**src/rtl/cache_fill_arbiter_pkg.sv**
```systemverilog
// Shared types for the cache fill arbiter: FSM states, fill source select and
// block geometry (16-byte blocks of eight 16-bit words).
package cache_fill_pkg;

  typedef enum logic [1:0] {
    IDLE,
    WRITE,
    FILL
  } fill_state_e;

  typedef enum logic {
    SRC_ICACHE = 1'b0,
    SRC_DCACHE = 1'b1
  } fill_src_e;

  localparam int unsigned BLOCK_OFFSET_W = 4;
  localparam int unsigned WORD_IDX_W     = 3;

endpackage

```
**src/rtl/cache_fill_arbiter_if.sv**
```systemverilog
// Cache-controller and memory-port signal bundle for cache_fill_arbiter.
// master = arbiter side, slave = caches plus memory side.
interface cache_fill_arbiter_if #(
  parameter int unsigned ADDR_W = 16
);
  logic              icache_miss;
  logic [ADDR_W-1:0] icache_miss_addr;
  logic              dcache_miss;
  logic [ADDR_W-1:0] dcache_miss_addr;
  logic              dcache_wr_req;
  logic [ADDR_W-1:0] dcache_wr_addr;
  logic [15:0]       dcache_wr_data;
  logic              wr_ack;
  logic              mem_en;
  logic              mem_wr;
  logic [ADDR_W-1:0] mem_addr;
  logic [15:0]       mem_wdata;
  logic [15:0]       mem_rdata;
  logic              mem_rvalid;
  logic              fill_we;
  logic              fill_sel;
  logic [ADDR_W-1:0] fill_addr;
  logic [15:0]       fill_data;
  logic              fill_tag_we;
  logic              icache_fill_done;
  logic              dcache_fill_done;
  logic              busy;

  modport master (
    input  icache_miss, icache_miss_addr, dcache_miss, dcache_miss_addr,
           dcache_wr_req, dcache_wr_addr, dcache_wr_data, mem_rdata, mem_rvalid,
    output wr_ack, mem_en, mem_wr, mem_addr, mem_wdata, fill_we, fill_sel,
           fill_addr, fill_data, fill_tag_we, icache_fill_done, dcache_fill_done, busy
  );

  modport slave (
    output icache_miss, icache_miss_addr, dcache_miss, dcache_miss_addr,
           dcache_wr_req, dcache_wr_addr, dcache_wr_data, mem_rdata, mem_rvalid,
    input  wr_ack, mem_en, mem_wr, mem_addr, mem_wdata, fill_we, fill_sel,
           fill_addr, fill_data, fill_tag_we, icache_fill_done, dcache_fill_done, busy
  );
endinterface

```
**src/rtl/cache_fill_arbiter.sv**
```systemverilog
// Arbitrates I/D block fills and D write-through stores onto one pipelined memory port.
// Optional macro CRITICAL_WORD_FIRST_EN: fill order starts at the missed word.
module cache_fill_arbiter
  import cache_fill_pkg::*;
#(
  parameter int unsigned WORDS_PER_BLOCK = 8,
  parameter int unsigned MEM_LATENCY     = 4,
  parameter int unsigned ADDR_W          = 16
) (
  input  logic                 clk,
  input  logic                 rst,
  cache_fill_arbiter_if.master bus
);

  localparam int unsigned       CNT_W       = WORD_IDX_W + 1;
  localparam logic [CNT_W-1:0]  BLK_WORDS   = CNT_W'(WORDS_PER_BLOCK);
  localparam logic [CNT_W-1:0]  LAST_WORD   = CNT_W'(WORDS_PER_BLOCK - 1);
  localparam logic [ADDR_W-1:0] OFFSET_MASK = ADDR_W'((1 << BLOCK_OFFSET_W) - 1);

  fill_state_e             state_q, state_d;
  fill_src_e               src_q, src_d;
  logic [ADDR_W-1:0]       base_q, base_d;
  logic [CNT_W-1:0]        issue_cnt_q, issue_cnt_d;
  logic [CNT_W-1:0]        recv_cnt_q, recv_cnt_d;
  logic [WORD_IDX_W-1:0]   issue_idx, recv_idx;
  logic [ADDR_W-1:0]       req_addr;
  logic                    in_fill, issuing, receiving, last_word;

  // Word offset is OR-ed under a cleared block offset, so it can never carry into the tag.
  function automatic logic [ADDR_W-1:0] word_addr(input logic [ADDR_W-1:0]     base,
                                                  input logic [WORD_IDX_W-1:0] idx);
    return base | {{(ADDR_W - BLOCK_OFFSET_W){1'b0}}, idx, 1'b0};
  endfunction

`ifdef CRITICAL_WORD_FIRST_EN
  logic [WORD_IDX_W-1:0] start_q, start_d;

  always_comb begin
    issue_idx = start_q + issue_cnt_q[WORD_IDX_W-1:0];
    recv_idx  = start_q + recv_cnt_q[WORD_IDX_W-1:0];
  end
`else
  always_comb begin
    issue_idx = issue_cnt_q[WORD_IDX_W-1:0];
    recv_idx  = recv_cnt_q[WORD_IDX_W-1:0];
  end
`endif

  always_comb begin
    in_fill   = (state_q == FILL);
    issuing   = in_fill && (issue_cnt_q < BLK_WORDS);
    receiving = in_fill && bus.mem_rvalid;
    last_word = receiving && (recv_cnt_q == LAST_WORD);
  end

  always_comb begin
    state_d     = state_q;
    src_d       = src_q;
    base_d      = base_q;
    issue_cnt_d = issue_cnt_q;
    recv_cnt_d  = recv_cnt_q;
`ifdef CRITICAL_WORD_FIRST_EN
    start_d     = start_q;
`endif
    req_addr    = bus.dcache_miss ? bus.dcache_miss_addr : bus.icache_miss_addr;
    case (state_q)
      IDLE: begin
        // Priority dcache_miss > dcache_wr_req > icache_miss; a store miss fills before writing.
        if (bus.dcache_miss || (bus.icache_miss && !bus.dcache_wr_req)) begin
          state_d     = FILL;
          src_d       = bus.dcache_miss ? SRC_DCACHE : SRC_ICACHE;
          base_d      = req_addr & ~OFFSET_MASK;
          issue_cnt_d = '0;
          recv_cnt_d  = '0;
`ifdef CRITICAL_WORD_FIRST_EN
          start_d     = req_addr[BLOCK_OFFSET_W-1:1];
`endif
        end else if (bus.dcache_wr_req) begin
          state_d = WRITE;
        end
      end
      WRITE: state_d = IDLE;
      FILL: begin
        if (issuing)   issue_cnt_d = issue_cnt_q + CNT_W'(1);
        if (receiving) recv_cnt_d  = recv_cnt_q + CNT_W'(1);
        if (last_word) state_d     = IDLE;
      end
      default: state_d = IDLE;
    endcase
  end

  always_ff @(posedge clk or posedge rst) begin
    if (rst) begin
      state_q     <= IDLE;
      src_q       <= SRC_ICACHE;
      base_q      <= '0;
      issue_cnt_q <= '0;
      recv_cnt_q  <= '0;
`ifdef CRITICAL_WORD_FIRST_EN
      start_q     <= '0;
`endif
    end else begin
      state_q     <= state_d;
      src_q       <= src_d;
      base_q      <= base_d;
      issue_cnt_q <= issue_cnt_d;
      recv_cnt_q  <= recv_cnt_d;
`ifdef CRITICAL_WORD_FIRST_EN
      start_q     <= start_d;
`endif
    end
  end

  always_comb begin
    bus.busy             = (state_q != IDLE);
    bus.wr_ack           = (state_q == WRITE);
    bus.mem_en           = issuing || (state_q == WRITE);
    bus.mem_wr           = (state_q == WRITE);
    bus.mem_addr         = '0;
    bus.mem_wdata        = '0;
    if (state_q == WRITE) begin
      bus.mem_addr  = bus.dcache_wr_addr;
      bus.mem_wdata = bus.dcache_wr_data;
    end else if (issuing) begin
      bus.mem_addr  = word_addr(base_q, issue_idx);
    end
    // mem_rvalid outside FILL is a leftover from an abandoned fill and is dropped.
    bus.fill_we          = receiving;
    bus.fill_sel         = src_q;
    bus.fill_addr        = receiving ? word_addr(base_q, recv_idx) : '0;
    bus.fill_data        = receiving ? bus.mem_rdata : '0;
    bus.fill_tag_we      = last_word;
    bus.icache_fill_done = last_word && (src_q == SRC_ICACHE);
    bus.dcache_fill_done = last_word && (src_q == SRC_DCACHE);
  end

  // Pipelined memory: at most MEM_LATENCY reads can be outstanding when one returns.
  a_inflight_bound: assert property (@(posedge clk) disable iff (rst)
    receiving |-> (issue_cnt_q > recv_cnt_q) &&
                  ((int'(issue_cnt_q) - int'(recv_cnt_q)) <= int'(MEM_LATENCY)));

endmodule

```
**src/flat_wrapper.sv**
```systemverilog
// flat-port wrapper written by rule: the top's interface ports become plain ports
module cache_fill_arbiter_flat import cache_fill_pkg::*;
#(
  parameter int unsigned WORDS_PER_BLOCK = 8,
  parameter int unsigned MEM_LATENCY     = 4,
  parameter int unsigned ADDR_W          = 16
)
  (clk, rst, bus_icache_miss, bus_icache_miss_addr, bus_dcache_miss, bus_dcache_miss_addr, bus_dcache_wr_req, bus_dcache_wr_addr, bus_dcache_wr_data, bus_mem_rdata, bus_mem_rvalid, bus_wr_ack, bus_mem_en, bus_mem_wr, bus_mem_addr, bus_mem_wdata, bus_fill_we, bus_fill_sel, bus_fill_addr, bus_fill_data, bus_fill_tag_we, bus_icache_fill_done, bus_dcache_fill_done, bus_busy);
  cache_fill_arbiter_if #(.ADDR_W(ADDR_W)) bus_i ();
  input  logic clk;
  input  logic rst;
  input wire logic [$bits(bus_i.icache_miss)-1:0] bus_icache_miss;
  input wire logic [$bits(bus_i.icache_miss_addr)-1:0] bus_icache_miss_addr;
  input wire logic [$bits(bus_i.dcache_miss)-1:0] bus_dcache_miss;
  input wire logic [$bits(bus_i.dcache_miss_addr)-1:0] bus_dcache_miss_addr;
  input wire logic [$bits(bus_i.dcache_wr_req)-1:0] bus_dcache_wr_req;
  input wire logic [$bits(bus_i.dcache_wr_addr)-1:0] bus_dcache_wr_addr;
  input wire logic [$bits(bus_i.dcache_wr_data)-1:0] bus_dcache_wr_data;
  input wire logic [$bits(bus_i.mem_rdata)-1:0] bus_mem_rdata;
  input wire logic [$bits(bus_i.mem_rvalid)-1:0] bus_mem_rvalid;
  output wire logic [$bits(bus_i.wr_ack)-1:0] bus_wr_ack;
  output wire logic [$bits(bus_i.mem_en)-1:0] bus_mem_en;
  output wire logic [$bits(bus_i.mem_wr)-1:0] bus_mem_wr;
  output wire logic [$bits(bus_i.mem_addr)-1:0] bus_mem_addr;
  output wire logic [$bits(bus_i.mem_wdata)-1:0] bus_mem_wdata;
  output wire logic [$bits(bus_i.fill_we)-1:0] bus_fill_we;
  output wire logic [$bits(bus_i.fill_sel)-1:0] bus_fill_sel;
  output wire logic [$bits(bus_i.fill_addr)-1:0] bus_fill_addr;
  output wire logic [$bits(bus_i.fill_data)-1:0] bus_fill_data;
  output wire logic [$bits(bus_i.fill_tag_we)-1:0] bus_fill_tag_we;
  output wire logic [$bits(bus_i.icache_fill_done)-1:0] bus_icache_fill_done;
  output wire logic [$bits(bus_i.dcache_fill_done)-1:0] bus_dcache_fill_done;
  output wire logic [$bits(bus_i.busy)-1:0] bus_busy;
  assign bus_i.icache_miss = bus_icache_miss;
  assign bus_i.icache_miss_addr = bus_icache_miss_addr;
  assign bus_i.dcache_miss = bus_dcache_miss;
  assign bus_i.dcache_miss_addr = bus_dcache_miss_addr;
  assign bus_i.dcache_wr_req = bus_dcache_wr_req;
  assign bus_i.dcache_wr_addr = bus_dcache_wr_addr;
  assign bus_i.dcache_wr_data = bus_dcache_wr_data;
  assign bus_i.mem_rdata = bus_mem_rdata;
  assign bus_i.mem_rvalid = bus_mem_rvalid;
  assign bus_wr_ack = bus_i.wr_ack;
  assign bus_mem_en = bus_i.mem_en;
  assign bus_mem_wr = bus_i.mem_wr;
  assign bus_mem_addr = bus_i.mem_addr;
  assign bus_mem_wdata = bus_i.mem_wdata;
  assign bus_fill_we = bus_i.fill_we;
  assign bus_fill_sel = bus_i.fill_sel;
  assign bus_fill_addr = bus_i.fill_addr;
  assign bus_fill_data = bus_i.fill_data;
  assign bus_fill_tag_we = bus_i.fill_tag_we;
  assign bus_icache_fill_done = bus_i.icache_fill_done;
  assign bus_dcache_fill_done = bus_i.dcache_fill_done;
  assign bus_busy = bus_i.busy;
  cache_fill_arbiter #(.WORDS_PER_BLOCK(WORDS_PER_BLOCK), .MEM_LATENCY(MEM_LATENCY), .ADDR_W(ADDR_W)) u_core (.clk(clk), .rst(rst), .bus(bus_i));
endmodule
```
**config.mk**
```make
export PLATFORM = sky130hd
export DESIGN_NAME = cache_fill_arbiter_flat
export DESIGN_NICKNAME = d
export VERILOG_FILES = /design/src/rtl/cache_fill_arbiter_pkg.sv /design/src/rtl/cache_fill_arbiter_if.sv /design/src/rtl/cache_fill_arbiter.sv /design/src/flat_wrapper.sv
export SDC_FILE = /design/constraint.sdc
export NUM_CORES = 1
export LEC_CHECK = 0
export ABC_AREA = 1
export ABC_CLOCK_PERIOD_IN_PS = 2200
export BUFFER_PORTS_ARGS = -buffer_cell sky130_fd_sc_hd__buf_2
export CAP_MARGIN = 20
export CORE_UTILIZATION = 39
export CTS_CLUSTER_DIAMETER = 150
export CTS_CLUSTER_SIZE = 12
export DETAILED_ROUTE_END_ITERATION = 6
export GPL_TIMING_DRIVEN = 0
export PLACE_DENSITY = 0.81
export REMOVE_ABC_BUFFERS = 1
export SLEW_MARGIN = 40
export SYNTH_ARGS = -nofsm -noshare
export SYNTH_HDL_FRONTEND = slang
export SYNTH_SLANG_ARGS = --single-unit
```
**constraint.sdc**
```tcl
create_clock -name clk -period 2.2 [get_ports clk]
set_clock_uncertainty 0.2 [all_clocks]
set_input_delay 0.55 -clock clk [delete_from_list [all_inputs] [get_ports clk]]
set_output_delay 0.55 -clock clk [all_outputs]
set_load 0.03 [all_outputs]
```
Word-level counts from Yosys, hierarchy flattened:

Index checks and enable logic that the tools add are counted.

* $add $sub $neg: 2
* $lt $le $gt $ge: 1
* equal/unequal tests: 8
* mux-type cells: 16
* bitwise operators: 3
* reductions and logical operators: 16

Operators with widths (count)
* two-way mux 16 bit: 6
* OR 16 x 4 -> 16 bit: 2
* one-hot mux 4 bit (2 select lines): 2
* two-way mux 4 bit: 3
* adder 4 x 1 -> 4 bit, second input constant: 2
* logical AND 1 bit: 6
* two-way mux 2 bit: 3
* != test 2 bit, second input constant: 3
* AND reduction 3 bit: 2
* equality test 4 x 3 -> 1 bit, second input constant: 1
* less-than comparator 4 bit, second input constant: 1
* one-hot mux 2 bit (2 select lines): 1
* AND reduction 2 bit: 2
* nonzero test 2 bit: 2
* != test 3 x 2 -> 1 bit, second input constant: 1
* equality test 2 x 1 -> 1 bit, second input constant: 1
* equality test 2 bit, second input constant: 1
* logical NOT 2 bit: 1
* logical OR 1 bit: 2
* != test 2 x 1 -> 1 bit, second input constant: 1
* logical NOT 1 bit: 1
* two-way mux 1 bit: 1
* inverter 1 bit: 1

* flip-flop bits (word level): 23
* input bits: 86
* output and inout port bits: 73
* logic and storage cells: 51

Logic depth before layout (Yosys ltp):

Gate-level depths: netlist of run 1.

* depth after elaboration: 5
* gate-level depth with buffers: 8
* depth with buffers taken out: 7

Worst setup path before layout of run 1:

Ideal clock, no wire load.

* path type: input port to output port
* start point: in bus_mem_rvalid
* end point: out bus_fill_addr[12]
* arrival time: 1.508 ns
* slack: -0.058 ns
* cell stages on the path: 5
* cells stage by stage: inv_1 nor2_4 inv_4 buf_6 nor2_1

* longest elaborated chain between the ends: 2

RTL lines
* start: declaration: line flat_wrapper.sv:20 `input wire logic [$bits(bus_i.mem_rvalid)-1:0] bus_mem_rvalid;`
* logical AND 1 bit: line cache_fill_arbiter.sv:52 `receiving = in_fill && bus.mem_rvalid;`
* named net bus_fill_we: line flat_wrapper.sv:26 `output wire logic [$bits(bus_i.fill_we)-1:0] bus_fill_we;`
* two-way mux 16 bit: line cache_fill_arbiter.sv:130 `bus.fill_addr = receiving ? word_addr(base_q, recv_idx) : '0;`
* end: declaration: line flat_wrapper.sv:28 `output wire logic [$bits(bus_i.fill_addr)-1:0] bus_fill_addr;`

The timed path passes the listed nets, and every way through them passes these cells.

Worst setup path in the final report of run 1:

* start point: reg u_core.state_q[0]
* end point: out bus_fill_addr[8]

* longest elaborated chain between the ends: 3

RTL lines
* start: declaration: line cache_fill_arbiter.sv:20 `fill_state_e state_q, state_d;`
* start signal: assignment: line cache_fill_arbiter.sv:103 `state_q <= state_d;`
* equality test 2 bit: line cache_fill_arbiter.sv:50 `in_fill = (state_q == FILL);`
* logical AND 1 bit: line cache_fill_arbiter.sv:52
* two-way mux 16 bit: line cache_fill_arbiter.sv:130

Every way passes these cells.

==> reports/summary.txt, run 1 <==
status - complete, but fails checks
failing checks - negative setup slack
post-route ant nets - 0
mux cell area share after synthesis - 0
core region area - 4500 µm²
io pins - 159
Switching Share - 0.502
max-capacitance violation count - 0
yosys warns - 0
post-DP HPWL - 3840 µm
Area Overhead vs Synth - 71.0%
largest family of logic cells by synthesized area - simple AND/OR/NAND/NOR gates
VDD IR max - 0.469 mV
FF-to-FF Start - u_core.state_q[0]
Critical Path Sink Type - primary output
dpl ws - 0.0770 ns
die area - 5120 µm²
synthesized area per cell - 6.40 µm²
reg2reg setup slack - 0.40 ns
Setup WS post-layout - -0.107 ns
clk sinks - 23
vias post-DR - 2,346
CP max FO - 17
CTS tree - done
Leak Pwr - 0.00189 µW
Final period util - 1.05
DR DRC count - 0
initial antenna violation count - 0
Int Pwr - 1450 µW
input/output buffers - 149
CP required - 1.45 ns
register area share after synthesis - 0.305
compound-gate portion of the synthesized area - 0.139
net load switching power - 1460 µW
fin crit period - 2.31 ns
worst hold path type - in2async
DRT iter0 DRCs - 106
pin count of the biggest net entering global routing - 35
PwrDens - 903 nW/µm²
Antenna diodes - 0
clock-pin slew on the worst setup and hold paths - 0.08 ns
RSZ-0062 raised after global routing - true
layout cells sized above 1 - 0.520
Yosys cell types - 25
Slew Limit Fails - 0
initial core utilization - 0.419
Worst R2R End - u_core.base_q[6]
Reg power frac - 0.245
Num CTS Buffers - 3
Comb pwr share - 0.665
Yosys reg bits - 23
die span in y - 71.6 µm
CTS root buf - clkbuf_8
Skew-Pair Late Insertion Delay - 0.26 ns
CP Launch Type - flip-flop
Die X - 71.6 µm
DRT Pass-1 Iters - 4
Post-Synth Adder-Cell Area - 0.0133
Post-Synth Simple-Gate Area - 0.340
vias in the first global route - 1,920
fmax - 0.433 GHz
Gate Count Post-Synth - 295
worst reg-to-reg path cell count - 7
# setup viols final - 36
GP Congestion - 0.794
gr ovfl total - 0
deepest clock path buffer count - 2
cts hold-fix bufs - 0
Avg Vias per Cell - 4.65
post-synthesis xor/xnor area fraction - 0.00464
drt wl/cell - 12.0 µm
row cnt - 24
# nets final - 541
first-pass GRT wire length - 8110 µm
post-layout util - 0.716
total track usage - 0.195
Final Hold Fails - 0
crit path DAT - 1.56 ns
routed wire length - 6060 µm
clock power share - 0.090
crit path kind - reg2out
H-tree depth - 1
Mapped Area - 1890 µm²
[cell usage after synthesis]
library cell,n,area share
nand2_1,82,0.16
inv_1,61,0.12
nor2_1,51,0.10
dfrtp_1,23,0.31
o21ai_2,21,0.097
buf_6,7,0.042
nand3_1,7,0.019
o21ai_0,7,0.019
a21oi_1,4,0.011
inv_4,4,0.013
buf_2,3,0.0080
nand2_4,3,0.018
nor2_2,3,0.0099
o21ai_1,3,0.0080
buf_4,2,0.0080
ha_1,2,0.013
inv_2,2,0.0040
nand4_1,2,0.0066
nor2_4,2,0.012
a22o_1,1,0.0046
conb_1,1,0.0020
nand2_2,1,0.0033
nand3b_1,1,0.0040
nor3_1,1,0.0026
xnor2_1,1,0.0046
[layout make-up]
cell class | count | area [µm²]
Multi-Input combinational cell | 193 | 1110
Fill cell | 365 | 1280
Timing Repair inverter | 1 | 11.3
Sequential cell | 23 | 578
Tap cell | 52 | 65.1
Timing Repair Buffer | 164 | 1140
Clock buffer | 4 | 45.0
Inverter | 67 | 282
[layout by cell type (no fill, tap or decap), drive strengths merged, types with 2 or more instances in the layout]
cell type and instances:
buf 151, dfrtp 23, nand4 2, clkbuf 17, nand2 86, nand3 7, ha 2, nor2 56
o21ai 31, inv 68, a21oi 4
[sequential cells by signal (all words and copies together), names as in the netlist]
signal / flops
u_core.base_q: 12
u_core.bus.fill_sel: 1
u_core.issue_cnt_q: 4
u_core.recv_cnt_q: 4
u_core.state_q: 2
[per-layer routing]
layer | GRT usage | up-vias | share of wire | wire [µm]
li1 | - | 1182 | - | -
met1 | 0.217 | 1053 | 0.39 | 2340
met2 | 0.386 | 103 | 0.53 | 3220
met3 | 0.0295 | 8 | 0.068 | 414
met4 | 0.0436 | 0 | 0.014 | 82
met5 | 0 | - | 0 | 0
[through the flow]
stage               TNS [ns]  instance area, µm²  hold slack (ns)  power [µW]  instances
floorplan              -1.42                1780            0.242        1770        283
global placement           0                2590            0.257        2130        484
detailed placement         0                2590            0.265        2160        484
CTS                  -0.0244                2810            0.120        2540        496
global route           -5.66                3230            0.139        3100        504
finish                 -2.22                3230            0.100        2910        504
[critical path, cell delays in order, from the launching register on]
cell     delay (ns)
dfrtp_2        0.43
inv_4          0.09
nand2_8        0.07
nor2_4         0.21
buf_12         0.15
inv_12         0.07
nor2_1         0.11
buf_4          0.17
[power by group through the flow]
| stage | combinational (µW) | clock [µW] | sequential [µW] |
|---|---|---|---|
| detailed placement | 1450 | 0 | 710 |
| global route | 2090 | 282 | 734 |
| floorplan | 1060 | 0 | 707 |
| finish | 1940 | 262 | 713 |
| global placement | 1420 | 0 | 706 |
| CTS | 1570 | 267 | 703 |
[worst max path at each step]
stage,from,end,slack (ns),cells after the start
CTS,u_core.state_q[0],bus_mem_addr[5],-0.01,6
global placement,bus_mem_rvalid,bus_fill_addr[7],0.07,6
floorplan,u_core.state_q[0],bus_mem_addr[15],-0.10,5
global route,u_core.state_q[0],bus_fill_addr[8],-0.19,7
finish,u_core.state_q[0],bus_fill_addr[8],-0.11,7
detailed placement,bus_mem_rvalid,bus_fill_addr[1],0.08,6
[cell families (layout without fill, tap and decap cells)]
| family | Yosys count | count (layout) |
|---|---|---|
| AO/OA/AOI/OAI | 36 | 36 |
| other | 1 | 1 |
| XOR/XNOR | 1 | 1 |
| buffers and inverters | 79 | 236 |
| flip-flops | 23 | 23 |
| adder cells (fa/ha/maj) | 2 | 2 |
| AND/OR/NAND/NOR | 153 | 153 |
[repair_timing]
item                                    CTS  global route
buffers inserted                          8             7
gates cloned                              0             1
endpoints found under the setup margin   52            55
gates resized for setup                  46           111
pin swaps                                 2             2
endpoints found under the hold margin     0             0
Power figures use the tool's default switching activity.
==> inputs of run 2 (changes only) <==
--- a/config.mk
+++ b/config.mk
@@ -8,7 +8,7 @@
 export ABC_AREA = 1
 export ABC_CLOCK_PERIOD_IN_PS = 2200
 export BUFFER_PORTS_ARGS = -buffer_cell sky130_fd_sc_hd__buf_2
-export CAP_MARGIN = 20
+export CAP_MARGIN = 25
 export CORE_UTILIZATION = 39
 export CTS_CLUSTER_DIAMETER = 150
 export CTS_CLUSTER_SIZE = 12
@@ -20,3 +20,4 @@
 export SYNTH_ARGS = -nofsm -noshare
 export SYNTH_HDL_FRONTEND = slang
 export SYNTH_SLANG_ARGS = --single-unit
+export TNS_END_PERCENT = 10
==> run 2 against run 1 <==
The flow still finishes with violations (negative setup slack). Cell count is 1.2% lower. Critical path depth stayed put. Maximum frequency is 2.4% higher. Total power is 9.1% lower. Non-clock buffer count is 6 lower. Critical path type unchanged. Critical endpoint is now bus_fill_addr[13]. Wire length is 7.1% lower.
==> reports/summary.txt, run 2 (same netlist as run 1, synthesis figures left out) <==
worst reg-to-reg path cell count - 7 (unchanged)
input/output buffers - 149 (unchanged)
Skew-Pair Late Insertion Delay - 0.26 ns (about the same)
worst hold path type - in2async
VDD IR max - 0.534 mV (+14%)
first-pass GRT wire length - 8170 µm (+0.68%)
placed cells - 484 (unchanged)
gr ovfl total - 0 (unchanged)
drt wl/cell - 11.3 µm (-5.9%)
CP max FO - 17 (unchanged)
row cnt - 24 (unchanged)
Crit-path slowest cell - dfrtp_2
pin count of the biggest net entering global routing - 35 (unchanged)
crit path DAT - 1.50 ns (-0.06 ns)
most frequent cells in the layout - 95 x buf_2, 82 x nand2_1, 59 x inv_1
Reg with most FFs - u_core.base_q
die area - 5120 µm² (unchanged)
fmax - 0.444 GHz (+2.4%)
CP cell instances - inv_4, nand2_4, nor2_4, buf_12, clkinv_8, nor2_1, buf_4
Final period util - 1.02 (-0.0247)
max reg flops - 12 (unchanged)
post-DP HPWL - 3840 µm (unchanged)
Max stage delay on crit path - 0.43 ns (about the same)
cts hold-fix bufs - 0 (unchanged)
initial core utilization - 0.419 (unchanged)
vias post-DR - 2,278 (-2.9%)
Final Hold Fails - 0 (unchanged)
total track usage - 0.196 (+0.00120)
clock-pin slew on the worst setup and hold paths - 0.08 ns (about the same)
GP Congestion - 0.794 (unchanged)
reg2reg setup slack - 0.42 ns (+0.02 ns)
DP Area - 2590 µm² (unchanged)
vias in the first global route - 1,930 (+0.52%)
Leak Pwr - 0.00184 µW (-2.6%)
DRT Pass-1 Iters - 4 (unchanged)
CP Launch Type - flip-flop
max-capacitance violation count - 0 (unchanged)
failing checks - negative setup slack
Num CTS Buffers - 3 (unchanged)
DRT iter0 DRCs - 74 (-30%)
Final Cell Area - 2960 µm² (-8.1%)
layout cells sized above 1 - 0.469 (-0.0513)
PwrDens - 894 nW/µm² (-1.0%)
die span in y - 71.6 µm (unchanged)
crit path kind - reg2out
Antenna diodes - 0 (unchanged)
Avg Vias per Cell - 4.57 (-1.7%)
Worst R2R End - u_core.base_q[6]
CP Buf/Inv Count - 4 (unchanged)
largest registers - u_core.base_q x12, u_core.issue_cnt_q x4, u_core.recv_cnt_q x4
H-tree depth - 1 (unchanged)
io pins - 159 (unchanged)
CP startpoint - u_core.state_q[0]
Slew Limit Fails - 0 (unchanged)
post-layout util - 0.658 (-0.0581)
Die X - 71.6 µm (unchanged)
DR DRC count - 0 (unchanged)
post-route ant nets - 0 (unchanged)
# nets final - 535 (-1.1%)
CP required - 1.45 ns (about the same)
CTS root buf - clkbuf_8
WP depth - 7 (unchanged)
# setup viols final - 18 (-50%)
commonest non-fill, non-tap cell in the layout - buf_2
status - complete, but fails checks
FF-to-FF Start - u_core.state_q[0]
Critical Path Sink Type - primary output
RSZ-0062 raised after global routing - true
Setup WS post-layout - -0.0530 ns (+0.0544 ns)
initial antenna violation count - 0 (unchanged)
core region area - 4500 µm² (unchanged)
Layout Cells excl Fill - 498 (-1.2%)
routed wire length - 5630 µm (-7.1%)
delay-heaviest family, CP - buffers and inverters
clk sinks - 23 (unchanged)
deepest clock path buffer count - 2 (unchanged)
Area Overhead vs Synth - 57.1%
fin crit period - 2.25 ns (-0.0544 ns)
CTS tree - done
==> run 2: cell count changes in the layout (fill, tap and decap cells not counted), moves of 8 or more <==
cell	delta
buf_4	+17
buf_6	-17
clkbuf_4	-8
nor2_1	+21
nor2_2	-8
nor2_4	-13
==> run 2: cell type report <==
type | count | area, µm²
tap | 52 | 65.1
multi-input combinational | 193 | 976
fill | 403 | 1540
sequential | 23 | 578
inverter | 67 | 282
clock buffer | 4 | 45.0
timing repair inverter | 1 | 8.76
timing repair buffer | 158 | 1010
==> run 2: what timing repair did <==
action,in CTS,in global routing
cloned,0,1
pin swaps,2,0
setup buffers,7,2
endpoints found under the setup margin,52,56
gates resized for setup,53,44
==> run 2: per-stage QoR <==
stage                     hold slack (ns)  TNS (ns)  power (µW)  setup slack, ns
after floorplan                     0.242     -1.42        1770           -0.100
after global placement              0.257         0        2130           0.0720
after detailed placement            0.265         0        2160           0.0770
after CTS                           0.120   -0.0618        2550          -0.0114
after global routing                0.140     -3.23        2840           -0.135
final                              0.0994    -0.516        2650          -0.0530
==> run 2: worst max path at each step <==
stage,to,slack [ns]
3_5_place_dp,bus_fill_addr[1],0.08
6_report,bus_fill_addr[13],-0.05
3_3_place_gp,bus_fill_addr[7],0.07
4_1_cts,bus_mem_addr[5],-0.01
2_1_floorplan,bus_mem_addr[15],-0.10
5_1_grt,bus_fill_addr[11],-0.14
==> run 2: report_power, final <==
group	switching (µW)	internal, µW	total, µW
registers	105	600	705
clock network	135	129	264
logic	1080	597	1680
==> run 2: layer usage <==
layer | share of wire | GRT usage | routed length, µm
met2 | 0.51 | 0.390 | 2900
met4 | 0.0094 | 0.0436 | 53
met5 | 0 | 0 | 0
met1 | 0.41 | 0.217 | 2310
met3 | 0.064 | 0.0295 | 363
